`src/rtl/alu_share_arbiter_if.sv`:
```
// Bundle of the two requester channels, two response slots and the shared-ALU port.
// The master side is the environment (requesters plus ALU); the slave side is the arbiter.
interface alu_share_arbiter_if #(
  parameter int W   = 32,
  parameter int OPW = 4
);
  logic           req0_valid;
  logic           req0_ready;
  logic [OPW-1:0] req0_op;
  logic [W-1:0]   req0_a;
  logic [W-1:0]   req0_b;

  logic           req1_valid;
  logic           req1_ready;
  logic [OPW-1:0] req1_op;
  logic [W-1:0]   req1_a;
  logic [W-1:0]   req1_b;

  logic [OPW-1:0] alu_op;
  logic [W-1:0]   alu_a;
  logic [W-1:0]   alu_b;
  logic [W-1:0]   alu_result;
  logic           alu_zero;

  logic           rsp0_valid;
  logic           rsp0_ready;
  logic [W-1:0]   rsp0_result;
  logic           rsp0_zero;
  logic           rsp0_err;

  logic           rsp1_valid;
  logic           rsp1_ready;
  logic [W-1:0]   rsp1_result;
  logic           rsp1_zero;
  logic           rsp1_err;

  modport master (
    output req0_valid, req0_op, req0_a, req0_b,
    output req1_valid, req1_op, req1_a, req1_b,
    input  req0_ready, req1_ready,
    input  alu_op, alu_a, alu_b,
    output alu_result, alu_zero,
    input  rsp0_valid, rsp0_result, rsp0_zero, rsp0_err,
    input  rsp1_valid, rsp1_result, rsp1_zero, rsp1_err,
    output rsp0_ready, rsp1_ready
  );

  modport slave (
    input  req0_valid, req0_op, req0_a, req0_b,
    input  req1_valid, req1_op, req1_a, req1_b,
    output req0_ready, req1_ready,
    output alu_op, alu_a, alu_b,
    input  alu_result, alu_zero,
    output rsp0_valid, rsp0_result, rsp0_zero, rsp0_err,
    output rsp1_valid, rsp1_result, rsp1_zero, rsp1_err,
    input  rsp0_ready, rsp1_ready
  );
endinterface

```
`src/rtl/alu_share_arbiter.sv`:
```
// Round-robin sharing of one combinational ALU between two requesters, one op per two cycles.
// Optional ALU_ARB_ILLEGAL_OP_CHK_EN: unknown op codes are issued as add and answered with err=1.
module alu_share_arbiter #(
  parameter int W   = 32,
  parameter int OPW = 4
) (
  input logic clk,
  input logic rst,
  alu_share_arbiter_if.slave bus
);
  typedef enum logic {IDLE, ISSUE} state_t;

  state_t         state_reg, state_next;
  logic [1:0]     req_valid;
  logic [1:0]     req_ready;
  logic [1:0]     rsp_ready;
  logic [1:0]     eligible;
  logic [OPW-1:0] req_op [2];
  logic [W-1:0]   req_a [2];
  logic [W-1:0]   req_b [2];

  logic [1:0]     rsp_valid;
  logic [W-1:0]   rsp_result [2];
  logic [1:0]     rsp_zero;
  logic [1:0]     rsp_err;

  logic           grant;
  logic           accept;
  logic           capture;
  logic           req_illegal;
  logic [OPW-1:0] sel_op;
  logic [OPW-1:0] issue_op;

  logic           last_grant_reg;
  logic           owner_reg;
  logic           illegal_reg;
  logic [OPW-1:0] alu_op_reg;
  logic [W-1:0]   alu_a_reg;
  logic [W-1:0]   alu_b_reg;

  assign req_valid  = {bus.req1_valid, bus.req0_valid};
  assign rsp_ready  = {bus.rsp1_ready, bus.rsp0_ready};
  assign req_op[0]  = bus.req0_op;
  assign req_op[1]  = bus.req1_op;
  assign req_a[0]   = bus.req0_a;
  assign req_a[1]   = bus.req1_a;
  assign req_b[0]   = bus.req0_b;
  assign req_b[1]   = bus.req1_b;

  // A requester still holding an unconsumed response is skipped.
  assign eligible = req_valid & ~rsp_valid;

  always_comb begin
    grant = 1'b0;
    if (eligible == 2'b11) begin
      grant = ~last_grant_reg;
    end else if (eligible[1]) begin
      grant = 1'b1;
    end
  end

  assign accept  = |req_ready;
  assign capture = (state_reg == ISSUE);
  assign sel_op  = req_op[grant];

`ifdef ALU_ARB_ILLEGAL_OP_CHK_EN
  always_comb begin
    req_illegal = 1'b1;
    case (sel_op)
      OPW'(4'b0000), OPW'(4'b0001), OPW'(4'b0010), OPW'(4'b0110): req_illegal = 1'b0;
      default: req_illegal = 1'b1;
    endcase
  end
  assign issue_op = req_illegal ? OPW'(4'b0010) : sel_op;
`else
  assign req_illegal = 1'b0;
  assign issue_op    = sel_op;
`endif

  always_comb begin
    state_next = state_reg;
    case (state_reg)
      IDLE:    if (accept) state_next = ISSUE;
      ISSUE:   state_next = IDLE;
      default: state_next = IDLE;
    endcase
  end

  always_ff @(posedge clk) begin
    if (rst) begin
      state_reg      <= IDLE;
      last_grant_reg <= 1'b1;
      owner_reg      <= 1'b0;
      illegal_reg    <= 1'b0;
      alu_op_reg     <= '0;
      alu_a_reg      <= '0;
      alu_b_reg      <= '0;
    end else begin
      state_reg <= state_next;
      if (accept) begin
        last_grant_reg <= grant;
        owner_reg      <= grant;
        illegal_reg    <= req_illegal;
        alu_op_reg     <= issue_op;
        alu_a_reg      <= req_a[grant];
        alu_b_reg      <= req_b[grant];
      end
    end
  end

  genvar gi;
  generate
    for (gi = 0; gi < 2; gi++) begin : g_slot
      localparam logic ID = 1'(gi);
      logic         valid_reg;
      logic [W-1:0] result_reg;
      logic         zero_reg;
      logic         err_reg;

      assign req_ready[gi] = (state_reg == IDLE) && (grant == ID) && eligible[gi];

      // Capture has priority; the slot cannot be valid while its own op is in flight.
      always_ff @(posedge clk) begin
        if (rst) begin
          valid_reg  <= 1'b0;
          result_reg <= '0;
          zero_reg   <= 1'b0;
          err_reg    <= 1'b0;
        end else if (capture && (owner_reg == ID)) begin
          valid_reg  <= 1'b1;
          result_reg <= illegal_reg ? '0 : bus.alu_result;
          zero_reg   <= ~illegal_reg & bus.alu_zero;
          err_reg    <= illegal_reg;
        end else if (valid_reg && rsp_ready[gi]) begin
          valid_reg <= 1'b0;
        end
      end

      assign rsp_valid[gi]  = valid_reg;
      assign rsp_result[gi] = result_reg;
      assign rsp_zero[gi]   = zero_reg;
`ifdef ALU_ARB_ILLEGAL_OP_CHK_EN
      assign rsp_err[gi]    = err_reg;
`else
      assign rsp_err[gi]    = 1'b0;
`endif
    end
  endgenerate

  assign bus.req0_ready  = req_ready[0];
  assign bus.req1_ready  = req_ready[1];
  assign bus.alu_op      = alu_op_reg;
  assign bus.alu_a       = alu_a_reg;
  assign bus.alu_b       = alu_b_reg;
  assign bus.rsp0_valid  = rsp_valid[0];
  assign bus.rsp0_result = rsp_result[0];
  assign bus.rsp0_zero   = rsp_zero[0];
  assign bus.rsp0_err    = rsp_err[0];
  assign bus.rsp1_valid  = rsp_valid[1];
  assign bus.rsp1_result = rsp_result[1];
  assign bus.rsp1_zero   = rsp_zero[1];
  assign bus.rsp1_err    = rsp_err[1];
endmodule
```
`src/flat_wrapper.sv`:
```
// flat-port wrapper written by rule: the top's interface ports become plain ports
module alu_share_arbiter_flat 
#(
  parameter int W   = 32,
  parameter int OPW = 4
)
  (clk, rst, bus_req0_valid, bus_req0_op, bus_req0_a, bus_req0_b, bus_req1_valid, bus_req1_op, bus_req1_a, bus_req1_b, bus_req0_ready, bus_req1_ready, bus_alu_op, bus_alu_a, bus_alu_b, bus_alu_result, bus_alu_zero, bus_rsp0_valid, bus_rsp0_result, bus_rsp0_zero, bus_rsp0_err, bus_rsp1_valid, bus_rsp1_result, bus_rsp1_zero, bus_rsp1_err, bus_rsp0_ready, bus_rsp1_ready);
  alu_share_arbiter_if #(.W(W), .OPW(OPW)) bus_i ();
  input logic clk;
  input logic rst;
  input wire logic [$bits(bus_i.req0_valid)-1:0] bus_req0_valid;
  input wire logic [$bits(bus_i.req0_op)-1:0] bus_req0_op;
  input wire logic [$bits(bus_i.req0_a)-1:0] bus_req0_a;
  input wire logic [$bits(bus_i.req0_b)-1:0] bus_req0_b;
  input wire logic [$bits(bus_i.req1_valid)-1:0] bus_req1_valid;
  input wire logic [$bits(bus_i.req1_op)-1:0] bus_req1_op;
  input wire logic [$bits(bus_i.req1_a)-1:0] bus_req1_a;
  input wire logic [$bits(bus_i.req1_b)-1:0] bus_req1_b;
  output wire logic [$bits(bus_i.req0_ready)-1:0] bus_req0_ready;
  output wire logic [$bits(bus_i.req1_ready)-1:0] bus_req1_ready;
  output wire logic [$bits(bus_i.alu_op)-1:0] bus_alu_op;
  output wire logic [$bits(bus_i.alu_a)-1:0] bus_alu_a;
  output wire logic [$bits(bus_i.alu_b)-1:0] bus_alu_b;
  input wire logic [$bits(bus_i.alu_result)-1:0] bus_alu_result;
  input wire logic [$bits(bus_i.alu_zero)-1:0] bus_alu_zero;
  output wire logic [$bits(bus_i.rsp0_valid)-1:0] bus_rsp0_valid;
  output wire logic [$bits(bus_i.rsp0_result)-1:0] bus_rsp0_result;
  output wire logic [$bits(bus_i.rsp0_zero)-1:0] bus_rsp0_zero;
  output wire logic [$bits(bus_i.rsp0_err)-1:0] bus_rsp0_err;
  output wire logic [$bits(bus_i.rsp1_valid)-1:0] bus_rsp1_valid;
  output wire logic [$bits(bus_i.rsp1_result)-1:0] bus_rsp1_result;
  output wire logic [$bits(bus_i.rsp1_zero)-1:0] bus_rsp1_zero;
  output wire logic [$bits(bus_i.rsp1_err)-1:0] bus_rsp1_err;
  input wire logic [$bits(bus_i.rsp0_ready)-1:0] bus_rsp0_ready;
  input wire logic [$bits(bus_i.rsp1_ready)-1:0] bus_rsp1_ready;
  assign bus_i.req0_valid = bus_req0_valid;
  assign bus_i.req0_op = bus_req0_op;
  assign bus_i.req0_a = bus_req0_a;
  assign bus_i.req0_b = bus_req0_b;
  assign bus_i.req1_valid = bus_req1_valid;
  assign bus_i.req1_op = bus_req1_op;
  assign bus_i.req1_a = bus_req1_a;
  assign bus_i.req1_b = bus_req1_b;
  assign bus_req0_ready = bus_i.req0_ready;
  assign bus_req1_ready = bus_i.req1_ready;
  assign bus_alu_op = bus_i.alu_op;
  assign bus_alu_a = bus_i.alu_a;
  assign bus_alu_b = bus_i.alu_b;
  assign bus_i.alu_result = bus_alu_result;
  assign bus_i.alu_zero = bus_alu_zero;
  assign bus_rsp0_valid = bus_i.rsp0_valid;
  assign bus_rsp0_result = bus_i.rsp0_result;
  assign bus_rsp0_zero = bus_i.rsp0_zero;
  assign bus_rsp0_err = bus_i.rsp0_err;
  assign bus_rsp1_valid = bus_i.rsp1_valid;
  assign bus_rsp1_result = bus_i.rsp1_result;
  assign bus_rsp1_zero = bus_i.rsp1_zero;
  assign bus_rsp1_err = bus_i.rsp1_err;
  assign bus_i.rsp0_ready = bus_rsp0_ready;
  assign bus_i.rsp1_ready = bus_rsp1_ready;
  alu_share_arbiter #(.W(W), .OPW(OPW)) u_core (.clk(clk), .rst(rst), .bus(bus_i));
endmodule
```
`config.mk`:
```
export PLATFORM = sky130hd
export DESIGN_NAME = alu_share_arbiter_flat
export DESIGN_NICKNAME = d
export VERILOG_FILES = /design/src/rtl/alu_share_arbiter_if.sv /design/src/rtl/alu_share_arbiter.sv /design/src/flat_wrapper.sv
export SDC_FILE = /design/constraint.sdc
export NUM_CORES = 1
export LEC_CHECK = 0
export ABC_AREA = 1
export CAP_MARGIN = 5
export CORE_MARGIN = 2
export CORE_UTILIZATION = 44
export DETAILED_ROUTE_END_ITERATION = 8
export PLACE_DENSITY = 0.87
export RECOVER_POWER = 100
export SYNTH_ARGS = -nofsm -noshare
export SYNTH_HDL_FRONTEND = slang
export SYNTH_SLANG_ARGS = --single-unit
```
`constraint.sdc`:
```
create_clock -name clk -period 2.5 [get_ports clk]
set_input_delay 0.375 -clock clk [delete_from_list [all_inputs] [get_ports clk]]
set_output_delay 0.375 -clock clk [all_outputs]
set_load 0.01 [all_outputs]
```
==> insert_results.sql <==
INSERT INTO impl_metrics (metric_group, metric, value, unit) VALUES
('outcome', 'status', 'completed', ''),
('hold_path', 'hp-class', 'reg -> reg', ''),
('timing', 'finalCriticalPeriod', '2360', 'ps'),
('clock_tree', 'cts_made_buffers', '17', ''),
('setup_path', 'crit_path_category', 'in -> out', ''),
('setup_path', 'timing.critical_path.required', '2120', 'ps'),
('drt', 'wl_met2', '10390', 'um'),
('timing', 'timing.final.hold_violations', '0', ''),
('floorplan', 'initial_utilization', '45.04', '%'),
('setup_path', 'crit_path_cell_trace', 'clkdlybuf4s50_1 -> nand3_1 -> a21oi_1 -> clkdlybuf4s50_1', ''),
('floorplan', 'die_area', '0.01518', 'mm^2'),
('setup_path', 'cpPeakStageDelay', '590', 'ps'),
('power_and_ir_drop', 'worst_ir_drop_vdd', '0.4510', 'mV'),
('clock_tree', 'cts_hold_buffers', '0', ''),
('floorplan', 'rows', '43', ''),
('timing', 'maxSlewViolCount', '0', ''),
('timing', 'hold_slack_final', '474.4', 'ps'),
('drt', 'wl_met3', '1876', 'um'),
('timing', 'final_setup_violation_count', '0', ''),
('timing', 'timing.final.crit_share', '94.41', '%'),
('setup_path', 'start_kind', 'primary input', ''),
('logic_synthesis', 'synthesis.area', '0.006252', 'mm^2'),
('run', 'drv.max_cap_violation_count', '0', ''),
('clock_tree', 'root_buffer', 'sky130_fd_sc_hd__clkbuf_16', ''),
('power_and_ir_drop', 'power_density', '679.2', 'mW/mm^2'),
('setup_path', 'critical_path.endpoint_type', 'output port', ''),
('drt', 'residual_drc', '0', ''),
('place', 'place.port_buffers', '312', ''),
('setup_path', 'worst_path_most_repeated_cell', 'sky130_fd_sc_hd__clkdlybuf4s50_1', ''),
('logic_synthesis', 'synth.yosys.warnings', '0', ''),
('drt', 'post_drt_via_cell_ratio', '4.867', ''),
('timing', 'max-slew-margin-rel', '25.83', '%'),
('clock_tree', 'clock_sink_count', '139', ''),
('grt', 'antenna_violations_before_repair', '0', ''),
('setup_path', 'startpoint', 'bus_req0_valid', ''),
('clock_tree', 'clkLatencyLatePin', '420', 'ps'),
('clock_tree', 'tritoncts', 'built', ''),
('grt', 'gr-total-overflow', '0', ''),
('setup_path', 'worst_r2r_path_cells', '8', ''),
('grt', 'globalRouteTotalUtil', '27.27', '%'),
('timing', 'max_freq', '423.7', 'MHz'),
('timing', 'rsz0062_at_grt', 'no', ''),
('drt', 'top_signal_layer_used', 'met4', ''),
('clock_tree', 'post_cts.repair.setup_buffers', '0', ''),
('layout', 'finalNetCount', '1434', ''),
('grt', 'via_count_of_the_first_global_routing_pass', '6404', ''),
('setup_path', 'ff_to_ff_start', 'u_core.bus.rsp0_valid', ''),
('hold_path', 'timing.hold.worst.start', 'u_core.bus.rsp1_result[1]', ''),
('grt', 'pin_count_of_the_biggest_net_entering_global_routing', '69', ''),
('setup_path', 'critical_path_arrival', '1990', 'ps'),
('grt', 'grt_pass1_wl', '32230', 'um'),
('drt', 'ant_nets', '0', ''),
('setup_path', 'crit_fanout', '5', ''),
('floorplan', 'die_w', '123.2', 'um'),
('logic_synthesis', 'register_bit_total_from_synthesis', '139', ''),
('setup_path', 'crit-reg2reg-capture', 'u_core.bus.alu_a[20]', ''),
('clock_tree', 'clk_pin_slew', '60', 'ps'),
('drt', 'wl_met1', '8262', 'um'),
('power_and_ir_drop', 'power.static_leakage', '0.004851', 'uW'),
('place', 'pre_cts_slack', '226.2', 'ps'),
('drt', 'route.detailed.wl_per_inst', '14.68', 'um'),
('setup_path', 'worst_path_max_delay_cell', 'sky130_fd_sc_hd__clkdlybuf4s50_1', ''),
('logic_synthesis', 'synth_seq_area_share', '44.51', '%'),
('clock_tree', 'clock_tree.buffer_depth', '2', ''),
('logic_synthesis', 'post_synth_num_cell_types', '16', ''),
('floorplan', 'top_level_ports', '315', ''),
('drt', 'dr.pass1.iters', '5', ''),
('floorplan', 'die_height', '123.2', 'um'),
('timing', 'post-route-worst-setup-slack', '139.6', 'ps'),
('floorplan', 'design.core.area', '0.01388', 'mm^2'),
('drt', 'drc_marker_count_from_the_first_detailed_route_iteration', '427', '');
-- worst max-delay path, delay by kind of cell --
family,cells,cell delay (ps)
AND/OR/NAND/NOR,1,220
AO/OA/AOI/OAI,1,300
buffers and inverters,2,1090
-- power breakdown --
group / total (uW) / switching (uW) / internal, uW
clock network: 2480 / 984 / 1500
registers: 2560 / 106 / 2450
logic: 1780 / 927 / 852
total: 6820 / 2020 / 4800
-- worst min-delay path by stage --
stage                                       endpoint  cells after the start
final                      u_core.bus.rsp1_result[1]                      2
after global routing      u_core.bus.rsp1_result[21]                      2
after CTS                  u_core.bus.rsp1_result[1]                      2
after detailed placement   u_core.bus.rsp1_result[1]                      2
after global placement     u_core.bus.rsp1_result[2]                      2
after floorplan                u_core.bus.rsp1_valid                      1
-- Yosys cell counts --
cell type	count	area share [%]
sky130_fd_sc_hd__nand3_2	2	0.32
sky130_fd_sc_hd__nand3_1	138	11
sky130_fd_sc_hd__dfxtp_1	139	45
sky130_fd_sc_hd__buf_2	9	0.72
sky130_fd_sc_hd__o21ai_0	66	5.3
sky130_fd_sc_hd__nor2_1	271	16
sky130_fd_sc_hd__buf_1	10	0.60
sky130_fd_sc_hd__nor2_4	1	0.18
sky130_fd_sc_hd__o21a_1	1	0.12
sky130_fd_sc_hd__a21oi_1	3	0.24
sky130_fd_sc_hd__conb_1	1	0.060
sky130_fd_sc_hd__inv_2	4	0.24
sky130_fd_sc_hd__buf_4	6	0.72
sky130_fd_sc_hd__clkbuf_1	45	2.7
sky130_fd_sc_hd__nand2_1	210	13
sky130_fd_sc_hd__inv_1	73	4.4
-- through the flow --
step / utilization [%] / std cells / cell area, um^2 / total power, uW
2_1_floorplan: - / 980 / 6256 / 3503
3_3_place_gp: 68.38 / 1420 / 9492 / 4441
3_5_place_dp: 68.38 / 1420 / 9492 / 4473
4_1_cts: 72.54 / 1450 / 10070 / 6957
5_1_grt: 72.32 / 1450 / 10040 / 7165
6_report: 72.32 / 1450 / 10040 / 6818
-- layout make-up --
class	instances	area [um^2]	area share (%)
Clock buffer	18	439.2	4.375
Clock inverter	12	138.9	1.384
Inverter	77	290.3	2.892
Multi-Input combinational cell	694	2890	28.79
Sequential cell	139	2783	27.72
Tap cell	180	225.2	2.244
Timing Repair Buffer	330	3272	32.59
-- per-layer routing --
metal  track usage (%)  vias to the layer above
li1                  -                     3590
met1             30.90                     3136
met2             46.60                      277
met3             8.349                       54
met4             13.07                        0
met5                 0                        -
-- kinds of logic (layout without fill, tap and decap cells) --
family                 count (synthesis)  count (layout)  share of synthesized area [%]
AND/OR/NAND/NOR                      622             622                          40.42
buffers and inverters                147             437                          9.365
flip-flops                           139             139                          44.51
AO/OA/AOI/OAI                         70              70                          5.643
other                                  1               2                        0.05998
-- placed cells by master (no fill, tap or decap) --
| master | instances |
|---|---|
| sky130_fd_sc_hd__inv_1 | 75 |
| sky130_fd_sc_hd__nand3_1 | 138 |
| sky130_fd_sc_hd__clkbuf_8 | 1 |
| sky130_fd_sc_hd__nand3_2 | 2 |
| sky130_fd_sc_hd__dlygate4sd3_1 | 137 |
| sky130_fd_sc_hd__dfxtp_1 | 139 |
| sky130_fd_sc_hd__conb_1 | 2 |
| sky130_fd_sc_hd__clkinvlp_4 | 1 |
| sky130_fd_sc_hd__o21ai_0 | 66 |
| sky130_fd_sc_hd__buf_12 | 2 |
| sky130_fd_sc_hd__a21oi_1 | 3 |
| sky130_fd_sc_hd__nand2_2 | 1 |
| sky130_fd_sc_hd__inv_6 | 4 |
| sky130_fd_sc_hd__bufinv_16 | 2 |
| sky130_fd_sc_hd__clkbuf_2 | 3 |
| sky130_fd_sc_hd__clkdlybuf4s50_1 | 175 |
| sky130_fd_sc_hd__clkinv_2 | 3 |
| sky130_fd_sc_hd__nor2_1 | 271 |
| sky130_fd_sc_hd__clkinv_4 | 3 |
| sky130_fd_sc_hd__clkbuf_16 | 17 |
| sky130_fd_sc_hd__nor2_4 | 1 |
| sky130_fd_sc_hd__o21a_1 | 1 |
| sky130_fd_sc_hd__buf_4 | 12 |
| sky130_fd_sc_hd__inv_2 | 1 |
| sky130_fd_sc_hd__clkbuf_1 | 1 |
| sky130_fd_sc_hd__nand2_1 | 209 |
No activity file was read; power rests on OpenSTA's default activity.
==> edit 1, RTL diff (same settings) <==
`W` is set to 32 in 3 places; all go to 16.
--- a/src/rtl/alu_share_arbiter_if.sv
+++ b/src/rtl/alu_share_arbiter_if.sv
@@ -1,7 +1,7 @@
 // Bundle of the two requester channels, two response slots and the shared-ALU port.
 // The master side is the environment (requesters plus ALU); the slave side is the arbiter.
 interface alu_share_arbiter_if #(
-  parameter int W   = 32,
+  parameter int W   = 16,
   parameter int OPW = 4
 );
   logic           req0_valid;
--- a/src/rtl/alu_share_arbiter.sv
+++ b/src/rtl/alu_share_arbiter.sv
@@ -1,7 +1,7 @@
 // Round-robin sharing of one combinational ALU between two requesters, one op per two cycles.
 // Optional ALU_ARB_ILLEGAL_OP_CHK_EN: unknown op codes are issued as add and answered with err=1.
 module alu_share_arbiter #(
-  parameter int W   = 32,
+  parameter int W   = 16,
   parameter int OPW = 4
 ) (
   input logic clk,
--- a/src/flat_wrapper.sv
+++ b/src/flat_wrapper.sv
@@ -1,7 +1,7 @@
 // flat-port wrapper written by rule: the top's interface ports become plain ports
 module alu_share_arbiter_flat 
 #(
-  parameter int W   = 32,
+  parameter int W   = 16,
   parameter int OPW = 4
 )
   (clk, rst, bus_req0_valid, bus_req0_op, bus_req0_a, bus_req0_b, bus_req1_valid, bus_req1_op, bus_req1_a, bus_req1_b, bus_req0_ready, bus_req1_ready, bus_alu_op, bus_alu_a, bus_alu_b, bus_alu_result, bus_alu_zero, bus_rsp0_valid, bus_rsp0_result, bus_rsp0_zero, bus_rsp0_err, bus_rsp1_valid, bus_rsp1_result, bus_rsp1_zero, bus_rsp1_err, bus_rsp0_ready, bus_rsp1_ready);
Ports: changed (9 resized); port bits go from 315 to 171. The function was not compared with the original's and may differ.
==> edit 1 against the original RTL <==
Critical path type unchanged. Largest cell class unchanged. Core utilization decreased by 2.6 points. Design area decreased by 47%. Area after synthesis down 45%. Setup slack better by 0.022 ns. Wire length down 51%. Sequential cell count down 64. Count of clock-buffer cells in the layout shrank 7. Combinational power fell by 47%. Power shrank 51%.
==> edit 1: results (changes against the original RTL) <==
| Metric | Value |
|---|---|
| HP Class | `reg2reg` |
| Skew final | `0.00986 ns (+0.000323 ns)` |
| IO Port Bufs | `168 (-46%)` |
| Ys Warns | `0 (unchanged)` |
| HPWL Detailed | `7610 um (-48%)` |
| Reg2Reg Setup Slack | `0.44 ns (+0.11 ns)` |
| Overflow after GRT | `0 (unchanged)` |
| Initial antenna violation count | `0 (unchanged)` |
| Max stage delay on crit path | `0.48 ns (-0.11 ns)` |
| Iter 0 DRT Violations | `134 (-69%)` |
| Num CTS Buffers | `9 (-8)` |
| Vias in the first global route | `3,742 (-42%)` |
| Top_reg_cell synth | `dfxtp_1` |
| Per-cell routed wire length | `13.2 um (-10%)` |
| FILL cells | `627 (-43%)` |
| Area post-placement | `5130 um^2 (-46%)` |
| WP data arrival | `1.96 ns (-0.03 ns)` |
| Hold Crit Start | `u_core.bus.rsp1_result[0]$_SDFFE_PP0P_` |
| First-pass GRT wire length | `16,800 um (-48%)` |
| Setup Buffers After CTS | `0 (unchanged)` |
| Mapped Cells | `528 (-46%)` |
| Root Buffer | `clkbuf_8` |
| Largest cells by area after synthesis | `dfxtp_1 44%, nor2_1 16%, nand2_1 12%` |
| CP startpoint | `bus_req1_valid` |
| H-tree depth | `3 (-1)` |
| Static Leak | `2.57 nW (-47%)` |
| Clock latency on the worst-skew pair | `0.34 ns (-0.08 ns)` |
| Post-route cell area | `5340 um^2 (-47%)` |
| CP max FO | `12 (+7)` |
| Worst slew margin | `36.8% (+11 points)` |
| CP top delay family | `buffers and inverters` |
| Terminus of the critical flop-to-flop path | `u_core.bus.alu_op[3]$_SDFFE_PP0P_` |
| Post-synth cell types | `19 (+3)` |
| Vias per inst | `4.87 (about the same)` |
| Vias | `3,831 (-46%)` |
| GRT Util Overall | `24.4% (-2.8 points)` |
| Nets | `775 (-46%)` |
| Placer congestion estimate | `0.802 (-4.8%)` |
| Worst R2R Path Depth | `8 (unchanged)` |
| Placed cell count | `771 (-46%)` |
| Outcome | `completed` |
| Largest net degree at the start of global routing | `40 (-42%)` |
| Dpl ws | `0.183 ns (-0.0429 ns)` |
| Commonest cells post-synth | `142 x nor2_1, 113 x nand2_1, 75 x dfxtp_1` |
| FF-to-FF Start | `u_core.bus.rsp1_valid$_SDFFE_PP0P_` |
| Sink of the worst hold path | `u_core.bus.rsp1_result[0]$_SDFFE_PP0P_` |
| Post-synthesis sequential area ratio | `43.7% (-0.84 points)` |
| Worst setup margin | `0.162 ns (+0.0220 ns)` |
| Share of layout cells above drive strength 1 | `3.80% (-0.38 points)` |
| VDD IR max | `419 uV (-7.1%)` |
| DRT Pass-1 Iters | `4 (-1)` |
| Async S/R FF share, synth | `0% (unchanged)` |
| Hold Slack | `0.482 ns (+0.00803 ns)` |
| Hold Crit Depth | `2 (unchanged)` |
==> edit 1: power by group <==
part | switching, mW | internal [mW] | leakage, nW
sequential | 0.0628 | 1.32 | 0.618
clock | 0.452 | 0.571 | 0.105
combinational | 0.483 | 0.460 | 1.85
total | 0.998 | 2.35 | 2.57
==> edit 1: per-layer routing <==
layer  GRT usage [%]  share of wire [%]
met5               0                  0
met4            13.2                4.0
met3            3.01                4.0
met2            43.8                 52
met1            28.2                 40
==> edit 1: layout make-up <==
cell class	count	share of cell area (%)
Timing Repair Buffer	175	32.9
Sequential cell	75	28.1
Multi-Input combinational cell	374	29.3
Tap cell	102	2.39
Clock inverter	5	1.59
Inverter	45	3.17
Clock buffer	11	2.46
==> edit 1: kinds of logic after synthesis <==
family	count (synthesis)	share of synthesized area, %
buffers and inverters	80	10.7
AOI/OAI and AO/OA	38	5.60
and+or+nand+nor	334	39.9
other	1	0.109
DFF	75	43.7
==> edit 2, RTL diff (same flow settings) <==
Without the edit above. Put a register stage on the output `bus.rsp0_err`, without a reset. The value now appears one clock later.
--- a/src/rtl/alu_share_arbiter.sv
+++ b/src/rtl/alu_share_arbiter.sv
@@ -155,7 +155,9 @@
   assign bus.rsp0_valid  = rsp_valid[0];
   assign bus.rsp0_result = rsp_result[0];
   assign bus.rsp0_zero   = rsp_zero[0];
-  assign bus.rsp0_err    = rsp_err[0];
+  always_ff @(posedge clk) begin
+    bus.rsp0_err <= rsp_err[0];
+  end
   assign bus.rsp1_valid  = rsp_valid[1];
   assign bus.rsp1_result = rsp_result[1];
   assign bus.rsp1_zero   = rsp_zero[1];
Formal check against the unedited RTL: equivalent (Yosys induction, for registers that start in step).
==> edit 2 against the original RTL <==
Area after synthesis is essentially flat. Design area grew 0.54%. Sequential share of layout area shrank 0.15 points. Die area is essentially flat. Clock power grew 3%. Setup slack gained 0.082 ns. Wire length grew 1.3%. Sequential cell count is the same. Power grew 1.3%. Largest cell class unchanged.
==> edit 2: results (changes against the original RTL) <==
| Metric | Value |
|---|---|
| Outcome | `completed` |
| DRT Wirelength | `21,600 um (+1.3%)` |
| Hold Crit Start | `u_core.bus.rsp1_result[27]$_SDFFE_PP0P_` |
| Iter 0 DRT Violations | `563 (+32%)` |
| Max stage delay on crit path | `0.69 ns (+0.10 ns)` |
| Initial antenna violation count | `1 (+1)` |
| GRT Util Overall | `27.9% (+0.61 points)` |
| Worst-path cell with the longest stage delay | `dlygate4sd3_1` |
| Area post-placement | `9500 um^2 (+0.13%)` |
| Vias in the first global route | `6,641 (+3.7%)` |
| Static Leak | `4.86 nW (+0.14%)` |
| Share of layout cells above drive strength 1 | `4.56% (+0.39 points)` |
| Sink of the worst hold path | `u_core.bus.rsp1_result[27]$_SDFFE_PP0P_` |
| Per-cell routed wire length | `14.8 um (+1.1%)` |
| Hold Slack | `0.473 ns (-0.00135 ns)` |
| FILL cells | `1,087 (-0.73%)` |
| HPWL Detailed | `15,200 um (+3.3%)` |
| Worst R2R Path Depth | `9 (+1)` |
| Placer congestion estimate | `0.813 (-3.5%)` |
| Skew final | `0.00427 ns (-0.00526 ns)` |
| CP startpoint | `bus_req1_valid` |
| Reg2Reg Setup Slack | `0.43 ns (+0.10 ns)` |
| Vias per inst | `4.87 (about the same)` |
| Worst slew margin | `25.7% (-0.16 points)` |
| Dpl ws | `0.197 ns (-0.0292 ns)` |
| WP data arrival | `1.90 ns (-0.09 ns)` |
| Multi-input logic area | `2900 um^2 (+0.26%)` |
| Mean Syn Cell Area | `6.39 um^2 (about the same)` |
| Terminus of the critical flop-to-flop path | `u_core.bus.alu_a[6]$_SDFFE_PP0P_` |
-- edit 2: worst max path at each step --
stage	endpoint	slack [ns]	depth (start not counted)
floorplan	bus_req0_ready	1.05	5
global placement	bus_req1_ready	0.29	6
detailed placement	u_core.bus.alu_a[8]$_SDFFE_PP0P_	0.20	9
CTS	bus_req1_ready	0.28	6
global route	bus_req1_ready	0.12	6
finish	bus_req1_ready	0.22	6
-- edit 2: cell families (layout without fill, tap and decap cells) --
group | after synthesis | count (layout) | synth area share [%]
buf+inv | 147 | 438 | 9.40
compound gates | 70 | 70 | 5.64
flops | 139 | 139 | 44.5
other cells | 1 | 3 | 0.0600
simple gates | 622 | 622 | 40.4
-- edit 2: layout make-up --
class | instances | area share (%)
flip-flops and latches | 139 | 27.6
clock inverters | 9 | 1.10
inverters | 77 | 2.88
clock buffers | 22 | 4.90
multi-input cells | 694 | 28.7
diodes | 1 | 0.0248
well taps | 180 | 2.23
repair buffers | 330 | 32.6
-- edit 2: layer usage --
metal	GRT usage [%]	wire length, um	up-vias	part of all wire [%]
li1	-	-	3592	-
met1	30.0	8070	3159	37
met2	48.1	10600	265	49
met3	11.2	2140	53	9.9
met4	12.3	714	0	3.3
met5	0	0	-	0
-- edit 2: where the power goes --
part | internal (mW) | switching [mW] | leakage [nW]
logic | 0.859 | 0.937 | 3.43
clock network | 1.60 | 0.952 | 0.283
registers | 2.45 | 0.110 | 1.15
-- edit 2: worst min-delay path: stages, from the launching register on --
cell,delay [ns]
dfxtp_1,0.32
nor2_1,0.04
nor2_1,0.08
